===== config.mk =====
export PLATFORM = sky130hd
export DESIGN_NAME = hex_inv_selftest_flat
export DESIGN_NICKNAME = d
export VERILOG_FILES = /design/src/rtl/hex_inv_selftest_pkg.sv /design/src/rtl/hex_inv_selftest_if.sv /design/src/rtl/hex_inv_selftest_sync_bus2.sv /design/src/rtl/hex_inv_selftest.sv /design/src/flat_wrapper.sv
export SDC_FILE = /design/constraint.sdc
export NUM_CORES = 1
export LEC_CHECK = 0
export ABC_AREA = 1
export BUFFER_PORTS_ARGS = -buffer_cell sky130_fd_sc_hd__buf_2
export CORE_MARGIN = 4
export CORE_UTILIZATION = 45
export CTS_CLUSTER_SIZE = 25
export DETAILED_ROUTE_END_ITERATION = 8
export GPL_ROUTABILITY_DRIVEN = 1
export PLACE_DENSITY = 0.68
export SYNTH_ARGS = -nofsm -noshare
export SYNTH_HDL_FRONTEND = slang
export SYNTH_SLANG_ARGS = --single-unit

===== constraint.sdc =====
create_clock -name clk -period 1.65 [get_ports clk]
set_input_delay 0.33 -clock clk [delete_from_list [all_inputs] [get_ports clk]]
set_output_delay 0.33 -clock clk [all_outputs]
set_load 0.05 [all_outputs]

===== src/rtl/hex_inv_selftest_pkg.sv =====
// Shared definitions for the hex inverter self-test sequencer.
// Contents: FSM state encoding, lane/pattern counts, default timing
// parameters and the stimulus pattern table.
// Optional feature macro used by the sequencer: HEXINV_LOOP_EN (soak mode).
package hex_inv_selftest_pkg;

  typedef enum logic [2:0] {
    S_IDLE,
    S_DRIVE,
    S_WAIT,
    S_CHECK,
    S_DONE
  } state_e;

  localparam int unsigned NUM_LANES           = 6;
  localparam int unsigned NUM_PATTERNS        = 14;
  localparam int unsigned DEFAULT_SETTLE      = 2;
  localparam int unsigned DEFAULT_SYNC_STAGES = 2;

  // 0: all low, 1: all high, 2..7: walking one, 8..13: walking zero.
  function automatic logic [5:0] pattern(input logic [3:0] idx);
    logic [5:0] p;
    p = '0;
    if (idx == 4'd0) begin
      p = '0;
    end else if (idx == 4'd1) begin
      p = '1;
    end else if (idx <= 4'd7) begin
      p = 6'b000001 << (idx - 4'd2);
    end else if (idx <= 4'd13) begin
      p = ~(6'b000001 << (idx - 4'd8));
    end
    return p;
  endfunction

endpackage


===== src/rtl/hex_inv_selftest_if.sv =====
// Board-side bus of the hex inverter self-test sequencer.
//   start     : request a test run (driven by master)
//   y_in      : inverter lane outputs, asynchronous (driven by master side / board)
//   a_out     : stimulus to inverter lanes A1..A6
//   busy/done : run status, done is a one-cycle pulse
//   pass, fail_mask, err_cnt : result of the last run
//   pat_idx   : current pattern index
// The sequencer uses the slave modport; the controlling environment uses master.
interface hex_inv_selftest_if;
  logic       start;
  logic [5:0] a_out;
  logic [5:0] y_in;
  logic       busy;
  logic       done;
  logic       pass;
  logic [5:0] fail_mask;
  logic [3:0] err_cnt;
  logic [3:0] pat_idx;

  modport master (
    output start, y_in,
    input  a_out, busy, done, pass, fail_mask, err_cnt, pat_idx
  );

  modport slave (
    input  start, y_in,
    output a_out, busy, done, pass, fail_mask, err_cnt, pat_idx
  );
endinterface


===== src/rtl/hex_inv_selftest_sync_bus2.sv =====
// sync_bus2: two-flop synchroniser for a multi-bit bus of independent lanes,
// with synchronous clear.
//   clk   : destination clock
//   rst   : synchronous active-high clear
//   d_i   : asynchronous input bus
//   q_o   : synchronised output bus
module sync_bus2
  import hex_inv_selftest_pkg::*;
#(
  parameter int unsigned WIDTH = NUM_LANES
) (
  input  logic             clk,
  input  logic             rst,
  input  logic [WIDTH-1:0] d_i,
  output logic [WIDTH-1:0] q_o
);

  logic [WIDTH-1:0] s1_q;
  logic [WIDTH-1:0] s2_q;

  always_ff @(posedge clk) begin
    if (rst) begin
      s1_q <= '0;
      s2_q <= '0;
    end else begin
      s1_q <= d_i;
      s2_q <= s1_q;
    end
  end

  assign q_o = s2_q;

endmodule


===== src/rtl/hex_inv_selftest.sv =====
// hex_inv_selftest: self-test sequencer for a six-lane hex inverter (Y = !A).
// Drives a 14-pattern sequence onto the A lanes, samples Y back through a
// free-running synchroniser and records per-lane mismatches.
// Ports:
//   clk  : system clock
//   rst  : synchronous active-high reset (aborts a run without done)
//   bus  : hex_inv_selftest_if.slave (start, y_in in; a_out, busy, done,
//          pass, fail_mask, err_cnt, pat_idx out)
// Parameters:
//   SETTLE      : extra hold cycles before sampling, 0..13
//   SYNC_STAGES : synchroniser depth, fixed at 2
// Optional macro HEXINV_LOOP_EN: soak mode, repeats passes until one fails.
module hex_inv_selftest
  import hex_inv_selftest_pkg::*;
#(
  parameter int unsigned SETTLE      = DEFAULT_SETTLE,
  parameter int unsigned SYNC_STAGES = DEFAULT_SYNC_STAGES
) (
  input  logic                 clk,
  input  logic                 rst,
  hex_inv_selftest_if.slave    bus
);

  localparam logic [3:0] WAIT_LOAD = 4'(SETTLE + SYNC_STAGES - 1);
  localparam logic [3:0] LAST_PAT  = 4'(NUM_PATTERNS - 1);

  state_e     state_q, state_d;
  logic [3:0] cnt_q, cnt_d;
  logic [5:0] a_out_q, a_out_d;
  logic [3:0] pat_q, pat_d;
  logic [5:0] fail_q, fail_d;
  logic [3:0] err_q, err_d;
  logic       pass_q, pass_d;
  logic       busy_q, busy_d;
  logic       done_q, done_d;

  logic [5:0] ys;
  logic [5:0] mismatch;

  sync_bus2 #(.WIDTH(NUM_LANES)) u_sync (
    .clk (clk),
    .rst (rst),
    .d_i (bus.y_in),
    .q_o (ys)
  );

  assign mismatch = ys ^ ~a_out_q;

  always_ff @(posedge clk) begin
    if (rst) begin
      state_q <= S_IDLE;
      cnt_q   <= '0;
      a_out_q <= '0;
      pat_q   <= '0;
      fail_q  <= '0;
      err_q   <= '0;
      pass_q  <= 1'b0;
      busy_q  <= 1'b0;
      done_q  <= 1'b0;
    end else begin
      state_q <= state_d;
      cnt_q   <= cnt_d;
      a_out_q <= a_out_d;
      pat_q   <= pat_d;
      fail_q  <= fail_d;
      err_q   <= err_d;
      pass_q  <= pass_d;
      busy_q  <= busy_d;
      done_q  <= done_d;
    end
  end

  always_comb begin
    state_d = state_q;
    cnt_d   = cnt_q;
    a_out_d = a_out_q;
    pat_d   = pat_q;
    fail_d  = fail_q;
    err_d   = err_q;
    pass_d  = pass_q;
    busy_d  = busy_q;
    done_d  = 1'b0;

    case (state_q)
      S_IDLE: begin
        if (bus.start) begin
          state_d = S_DRIVE;
          fail_d  = '0;
          err_d   = '0;
          pass_d  = 1'b0;
          pat_d   = '0;
          busy_d  = 1'b1;
        end
      end

      S_DRIVE: begin
        a_out_d = pattern(pat_q);
        cnt_d   = WAIT_LOAD;
        state_d = S_WAIT;
      end

      // Leaves on the cycle the counter reaches zero, so WAIT lasts
      // WAIT_LOAD cycles and each pattern is held SETTLE+SYNC_STAGES+1 cycles.
      S_WAIT: begin
        cnt_d = cnt_q - 4'd1;
        if (cnt_q <= 4'd1) begin
          state_d = S_CHECK;
        end
      end

      S_CHECK: begin
        fail_d = fail_q | mismatch;
        if ((mismatch != '0) && (err_q != 4'd15)) begin
          err_d = err_q + 4'd1;
        end
        if (pat_q == LAST_PAT) begin
          state_d = S_DONE;
          done_d  = 1'b1;
          pass_d  = (fail_d == '0);
          a_out_d = '0;
`ifdef HEXINV_LOOP_EN
          busy_d  = (fail_d == '0);
`else
          busy_d  = 1'b0;
`endif
        end else begin
          pat_d   = pat_q + 4'd1;
          state_d = S_DRIVE;
        end
      end

      S_DONE: begin
`ifdef HEXINV_LOOP_EN
        // A continuing soak pass uses this cycle as the drive of pattern 0,
        // keeping the pass period at exactly 14 pattern slots.
        if (busy_q) begin
          pat_d   = '0;
          a_out_d = pattern(4'd0);
          cnt_d   = WAIT_LOAD;
          state_d = S_WAIT;
        end else begin
          state_d = S_IDLE;
        end
`else
        state_d = S_IDLE;
`endif
      end

      default: state_d = S_IDLE;
    endcase
  end

  assign bus.a_out     = a_out_q;
  assign bus.busy      = busy_q;
  assign bus.done      = done_q;
  assign bus.pass      = pass_q;
  assign bus.fail_mask = fail_q;
  assign bus.err_cnt   = err_q;
  assign bus.pat_idx   = pat_q;

endmodule


===== src/flat_wrapper.sv =====
// flat-port wrapper written by rule: the top's interface ports become plain ports
module hex_inv_selftest_flat import hex_inv_selftest_pkg::*;
#(
  parameter int unsigned SETTLE      = DEFAULT_SETTLE,
  parameter int unsigned SYNC_STAGES = DEFAULT_SYNC_STAGES
)
  (clk, rst, bus_start, bus_y_in, bus_a_out, bus_busy, bus_done, bus_pass, bus_fail_mask, bus_err_cnt, bus_pat_idx);
  hex_inv_selftest_if bus_i ();
  input  logic clk;
  input  logic rst;
  input wire logic [$bits(bus_i.start)-1:0] bus_start;
  input wire logic [$bits(bus_i.y_in)-1:0] bus_y_in;
  output wire logic [$bits(bus_i.a_out)-1:0] bus_a_out;
  output wire logic [$bits(bus_i.busy)-1:0] bus_busy;
  output wire logic [$bits(bus_i.done)-1:0] bus_done;
  output wire logic [$bits(bus_i.pass)-1:0] bus_pass;
  output wire logic [$bits(bus_i.fail_mask)-1:0] bus_fail_mask;
  output wire logic [$bits(bus_i.err_cnt)-1:0] bus_err_cnt;
  output wire logic [$bits(bus_i.pat_idx)-1:0] bus_pat_idx;
  assign bus_i.start = bus_start;
  assign bus_i.y_in = bus_y_in;
  assign bus_a_out = bus_i.a_out;
  assign bus_busy = bus_i.busy;
  assign bus_done = bus_i.done;
  assign bus_pass = bus_i.pass;
  assign bus_fail_mask = bus_i.fail_mask;
  assign bus_err_cnt = bus_i.err_cnt;
  assign bus_pat_idx = bus_i.pat_idx;
  hex_inv_selftest #(.SETTLE(SETTLE), .SYNC_STAGES(SYNC_STAGES)) u_core (.clk(clk), .rst(rst), .bus(bus_i));
endmodule

==> impl_metrics.ini, run 1 <==
[global_route]
gr-usage-all-layers_pct = 16.6
grt_max_degree = 26
antenna_found_initial = 0
grt_pass1_vias = 1659
grt_overflow = 0
grt_pass1_wl_mm = 7.29

[sta]
tightest_slew_ns = 0.356
setup_viol = 0
post-route-period-util_pct = 91.9
finalCriticalPeriod_ns = 1.52
worst_clock_skew_ns = 0.00972
fmax_mhz = 660
maxSlewViolCount = 0
relSlewSlack_pct = 76.2
hold_viol = 0
fin_ws_ns = 0.134

[place]
portBuffers = 31
post-place-ws_ns = 0.0955
gp_congestion = 0.850
dp_hpwl_mm = 3.30
dpl-instance-area_mm2 = 0.00229

[clock_tree]
postCtsHoldBufs = 0
clock_path_buffers = 2
clockRootBuffer = clkbuf_8
clock_latency_ns = 0.29
path_clk_slew_ns = 0.08
cts_sinks = 42
cts_tree = done
htree_levels = 2
cts-buffers-inserted = 5

[layout]
syn2layout_area_growth_pct = 17.8
utilization_pct = 55.1
num_antenna_cells = 0
nets = 345
drive_gt1_share_pct = 19.0
design_area_mm2 = 0.00240
fill_cells = 412

[critical_path]
worstPathMaxFanout = 6
worst_setup_path_start_kind = flop
r2r_slack_ns = 0.13
rr_worst_depth = 9
crit_path_end_kind = flop
crit_type = reg -> reg
crit_required_ns = 1.82
critical_path_arrival_ns = 1.69

[die]
fp.dieW_um = 75.2
die_area_mm2 = 0.00566
die_h_um = 75.2
core-area_mm2 = 0.00435
start_util_pct = 46.7
num_io_pins = 32
std_cell_rows = 24

[detailed_routing]
routed_wl_mm = 4.37
drcViolationCount = 0
vias = 1865
wl_per_cell_um = 11.6
antenna_left = 0
avgViaCountPerCell = 4.93
drt_first_pass_iters = 4
drt_iter0_markers = 123

[pwr]
clockPowerShare_pct = 28.8
p_sw_mw = 0.740
p_int_mw = 1.52
p_leak_nw = 1.14
seqPwrFrac_pct = 50.0
switching_share_pct = 32.7
p_per_area_mw_per_mm2 = 943
total_power_mw = 2.26
vdd_ir_drop_max_uv = 676
comb_power_share_pct = 21.2

[synthesis]
yosysUniqueCellTypes = 28
synth_top_area_share_pct = 41.3
synth_seq_cells = 42
ys_warn_count = 0
ys_seq_area_share_pct = 41.3
synth.avg_cell_area_um2 = 7.14
synth_top_area_cell = dfxtp_1
synth_area_mm2 = 0.00203
synth_cells = 285
synthesis.nets = 305
synth.area.top_cells = dfxtp_1 41%, nand2_1 11%, inv_1 8.7%, nand3_1 8.6%, ha_1 6.8%

[status]
status = finished, final reports clean

[job]
maxCapViolations = 0

[min_path]
whs_path_depth = 3
hp-class = in -> reg
## layout make-up
class / instances / area [um2] / share of cell area [%]
Multi-Input combinational cell: 189 / 997 / 41.6
Sequential cell: 42 / 852 / 35.5
Timing Repair Buffer: 38 / 208 / 8.66
Inverter: 49 / 185 / 7.72
Clock buffer: 5 / 68.8 / 2.87
Tap cell: 52 / 65.1 / 2.71
Clock inverter: 3 / 21.3 / 0.887
## critical path: stages, from the launching register on
cell	delay, ns
dfxtp_4	0.38
inv_2	0.06
ha_2	0.18
buf_4	0.14
nor2_1	0.11
nand3_1	0.19
nand3_1	0.13
nand3_1	0.07
nand2_1	0.07
a21oi_1	0.06
## worst paths after layout
kind                               from               endpoint
setup / recovery  u_core.bus.pat_idx[1]    u_core.bus.a_out[1]
hold reg to reg   u_core.u_sync.s1_q[5]   u_core.u_sync.q_o[5]
hold / removal              bus_y_in[5]  u_core.u_sync.s1_q[5]
setup reg to reg  u_core.bus.pat_idx[1]    u_core.bus.a_out[1]
## synth_stat cells, drive strengths merged
cell type  number
dfxtp          42
inv            48
nand4           2
a21boi          1
nand2          58
a31oi           4
o22ai           1
o21ai          10
clkinv          1
ha             11
nor3            6
a21oi          14
a211oi          2
nand3b          1
nand3          37
a31o            1
buf             2
o211ai          2
clkbuf          3
and3            2
nor2           37
## flip-flops by register name, indices dropped and copies added (netlist names)
register / cells
u_core.bus.pat_idx: 4
u_core.bus.pass: 1
u_core.u_sync.q_o: 6
u_core.bus.a_out: 6
u_core.bus.busy: 1
u_core.bus.fail_mask: 6
u_core.cnt_q: 4
u_core.state_q: 3
u_core.bus.err_cnt: 4
u_core.u_sync.s1_q: 6
u_core.bus.done: 1
## metal layers
metal | part of all wire, % | track usage, % | up-vias | wire (um)
met5 | 0 | 0 | - | 0
met4 | 0.55 | 5.24 | 0 | 24
met3 | 5.7 | 4.14 | 2 | 251
met2 | 47 | 26.9 | 43 | 2040
met1 | 47 | 21.8 | 835 | 2050
li1 | - | - | 985 | -
## layout by cell type, fill, tap and decap left out, types with 2 or more instances in the layout
master,instances
nor2_1,35
clkbuf_8,5
a21oi_1,14
nand3_1,35
buf_2,31
dfxtp_1,39
buf_4,7
o21ai_0,10
nand3_4,2
nand4_1,2
a31oi_1,2
clkinv_2,2
ha_1,10
a211oi_1,2
dfxtp_4,3
nand2_1,57
nor3_1,5
inv_2,2
o211ai_1,2
and3_1,2
a31oi_2,2
inv_1,46
## cells by family (layout without fill, tap and decap cells)
group | count (synthesis) | after routing | share of synthesized area (%)
AND/OR/NAND/NOR | 143 | 143 | 31.6
buffers and inverters | 54 | 95 | 10.3
flip-flops | 42 | 42 | 41.3
AO/OA/AOI/OAI | 35 | 35 | 10.0
adder cells (fa/ha/maj) | 11 | 11 | 6.76
## timing repair
item	in CTS	in global routing
gates resized for setup	0	4
setup endpoints to repair	0	11
hold endpoints to repair	0	0
setup buffers	0	1
## power groups by stage
stage | clock, mW | combinational (mW) | sequential [mW]
floorplan | 0 | 0.279 | 1.23
global placement | 0 | 0.470 | 1.15
detailed placement | 0 | 0.474 | 1.15
CTS | 0.672 | 0.475 | 1.13
global route | 0.723 | 0.541 | 1.14
finish | 0.652 | 0.479 | 1.13
## stage by stage
| step | TNS [ns] | hold slack [ns] | cells |
|---|---|---|---|
| after CTS | 0 | 0.229 | 377 |
| after floorplan | 0 | 0.388 | 285 |
| after detailed placement | 0 | 0.394 | 369 |
| after global placement | 0 | 0.389 | 369 |
| after global routing | -0.121 | 0.220 | 378 |
| final | 0 | 0.237 | 378 |
No activity file was read; power rests on OpenSTA's default activity.
==> run 2: changes to the inputs <==
--- a/config.mk
+++ b/config.mk
@@ -7,8 +7,10 @@
 export LEC_CHECK = 0
 export ABC_AREA = 1
 export BUFFER_PORTS_ARGS = -buffer_cell sky130_fd_sc_hd__buf_2
+export CORE_ASPECT_RATIO = 1.2
 export CORE_MARGIN = 4
 export CORE_UTILIZATION = 45
+export CTS_CLUSTER_DIAMETER = 150
 export CTS_CLUSTER_SIZE = 25
 export DETAILED_ROUTE_END_ITERATION = 8
 export GPL_ROUTABILITY_DRIVEN = 1
==> impl_metrics.ini, run 2 (same netlist as run 1, synthesis figures left out) <==
[place]
portBuffers = 31
dpl-instance-area_mm2 = 0.00229
post-place-ws_ns = 0.0259
dp_hpwl_mm = 3.27
gp_congestion = 0.932
numPlacedInstances = 373

[clock_tree]
htree_levels = 2
cts-buffers-inserted = 5
postCtsHoldBufs = 0
clockRootBuffer = clkbuf_8
path_clk_slew_ns = 0.09
cts_sinks = 42
cts_tree = done
clock_latency_ns = 0.30
cts_resized = 0
cts_setup_buffers = 0
clock_path_buffers = 2

[detailed_routing]
avgViaCountPerCell = 4.83
drcViolationCount = 0
highest_layer = met4
routed_wl_mm = 4.27
met1_length_mm = 1.94
dr_wl_met3_um = 220
antenna_left = 0
drt_first_pass_iters = 4
vias = 1841
wl_met2_mm = 2.02
drt_iter0_markers = 92
wl_per_cell_um = 11.2

[layout]
drive_gt1_share_pct = 18.8
mostFrequentLayoutCell = nand2_1
design_area_mm2 = 0.00240
num_antenna_cells = 0
multi_input_area_um2 = 1000
utilization_pct = 55.4
syn2layout_area_growth_pct = 17.9
layout_common_cells = 57 x nand2_1, 46 x inv_1, 39 x dfxtp_1
nets = 344
fill_cells = 431
fin_cells = 381
seqCellArea_um2 = 852

[pwr]
seqPwrFrac_pct = 49.1
clockPowerShare_pct = 30.2
vdd_ir_drop_max_uv = 596
p_leak_nw = 1.14
switching_share_pct = 33.7
p_per_area_mw_per_mm2 = 961
p_sw_mw = 0.777
p_int_mw = 1.53
total_power_mw = 2.30
comb_power_share_pct = 20.6

[die]
die_area_mm2 = 0.00567
start_util_pct = 47.0
die_h_um = 81.7
std_cell_rows = 26
fp.dieW_um = 69.4
core-area_mm2 = 0.00433
num_io_pins = 32

[critical_path]
cp-startpoint = u_core.bus.pat_idx[1]
crit_type = reg -> reg
crit_required_ns = 1.85
path_cells = inv_2 > ha_1 > nand3_1 > nor2_2 > inv_1 > nand2_2 > inv_2 > nand3_1 > nand2_1 > and3_1
r2r_slack_ns = 0.12
worst-path-buf-inv = 3
r2r-start = u_core.bus.pat_idx[1]
critical_path_arrival_ns = 1.73
path_delay_family = simple AND/OR/NAND/NOR gates
cp_slowest_cell = dfxtp_4
worstPathMaxFanout = 6
rr_worst_depth = 10
slowest_delay_ns = 0.37
crit_path_end_kind = flop
r2r-end = u_core.bus.pat_idx[3]
worst_setup_path_start_kind = flop

[global_route]
grt_max_degree = 26
grt_pass1_vias = 1624
gr-usage-all-layers_pct = 15.6
grt_overflow = 0
grt_pass1_wl_mm = 7.09
antenna_found_initial = 0

[sta]
worst_hold_slack_ns = 0.220
relSlewSlack_pct = 79.2
tightest_slew_ns = 0.312
rsz0062_at_grt = true
fmax_mhz = 654
post-route-period-util_pct = 92.6
finalCriticalPeriod_ns = 1.53
worst_clock_skew_ns = 0.00793
fin_ws_ns = 0.122
hold_viol = 0
tns_ns = 0
maxSlewViolCount = 0
setup_viol = 0

[min_path]
min_to = u_core.u_sync.s1_q[5]
hp-class = in -> reg
whs_path_depth = 3
min_from = bus_y_in[5]

[job]
maxCapViolations = 0

[status]
status = finished, final reports clean
[run 2: changes by cell type in the layout (fill, tap and decap cells not counted), sizes merged]
cell / delta
buf: -1
clkinv: -2
inv: +2
[run 2: layout make-up]
class                   instances  share of cell area, %
repair buffers                 37                   8.35
multi-input cells             189                   41.7
clock buffers                   5                   2.87
inverters                      49                   7.72
well taps                      56                   2.92
clock inverters                 3                  0.939
flip-flops and latches         42                   35.5
[run 2: metal layers]
metal  vias up  global-route usage (%)
li1        985                       -
met1       800                    18.6
met2        47                    27.0
met3         9                    4.16
met4         0                    6.05
met5         -                       0
[run 2: how the worst max path moves through the flow]
stage,end,slack [ns],cells after the start
after floorplan,u_core.bus.pat_idx[3],0.01,10
after global placement,u_core.bus.a_out[3],0.04,8
after detailed placement,u_core.bus.a_out[3],0.03,8
after CTS,u_core.bus.a_out[3],0.009,8
after global routing,u_core.bus.pass,-0.002,10
final,u_core.bus.pat_idx[3],0.12,10
[run 2: power by group through the flow]
stage	Sequential, mW	Clock, mW	Combinational [mW]
after floorplan	1.23	0	0.279
after detailed placement	1.15	0	0.472
after CTS	1.13	0.707	0.474
after global routing	1.14	0.751	0.536
after global placement	1.15	0	0.467
final	1.13	0.697	0.476
[run 2: tightest hold or removal path, stage by stage]
cell and delay [ns]:
buf_2 0.07, inv_1 0.03, nor2_1 0.06
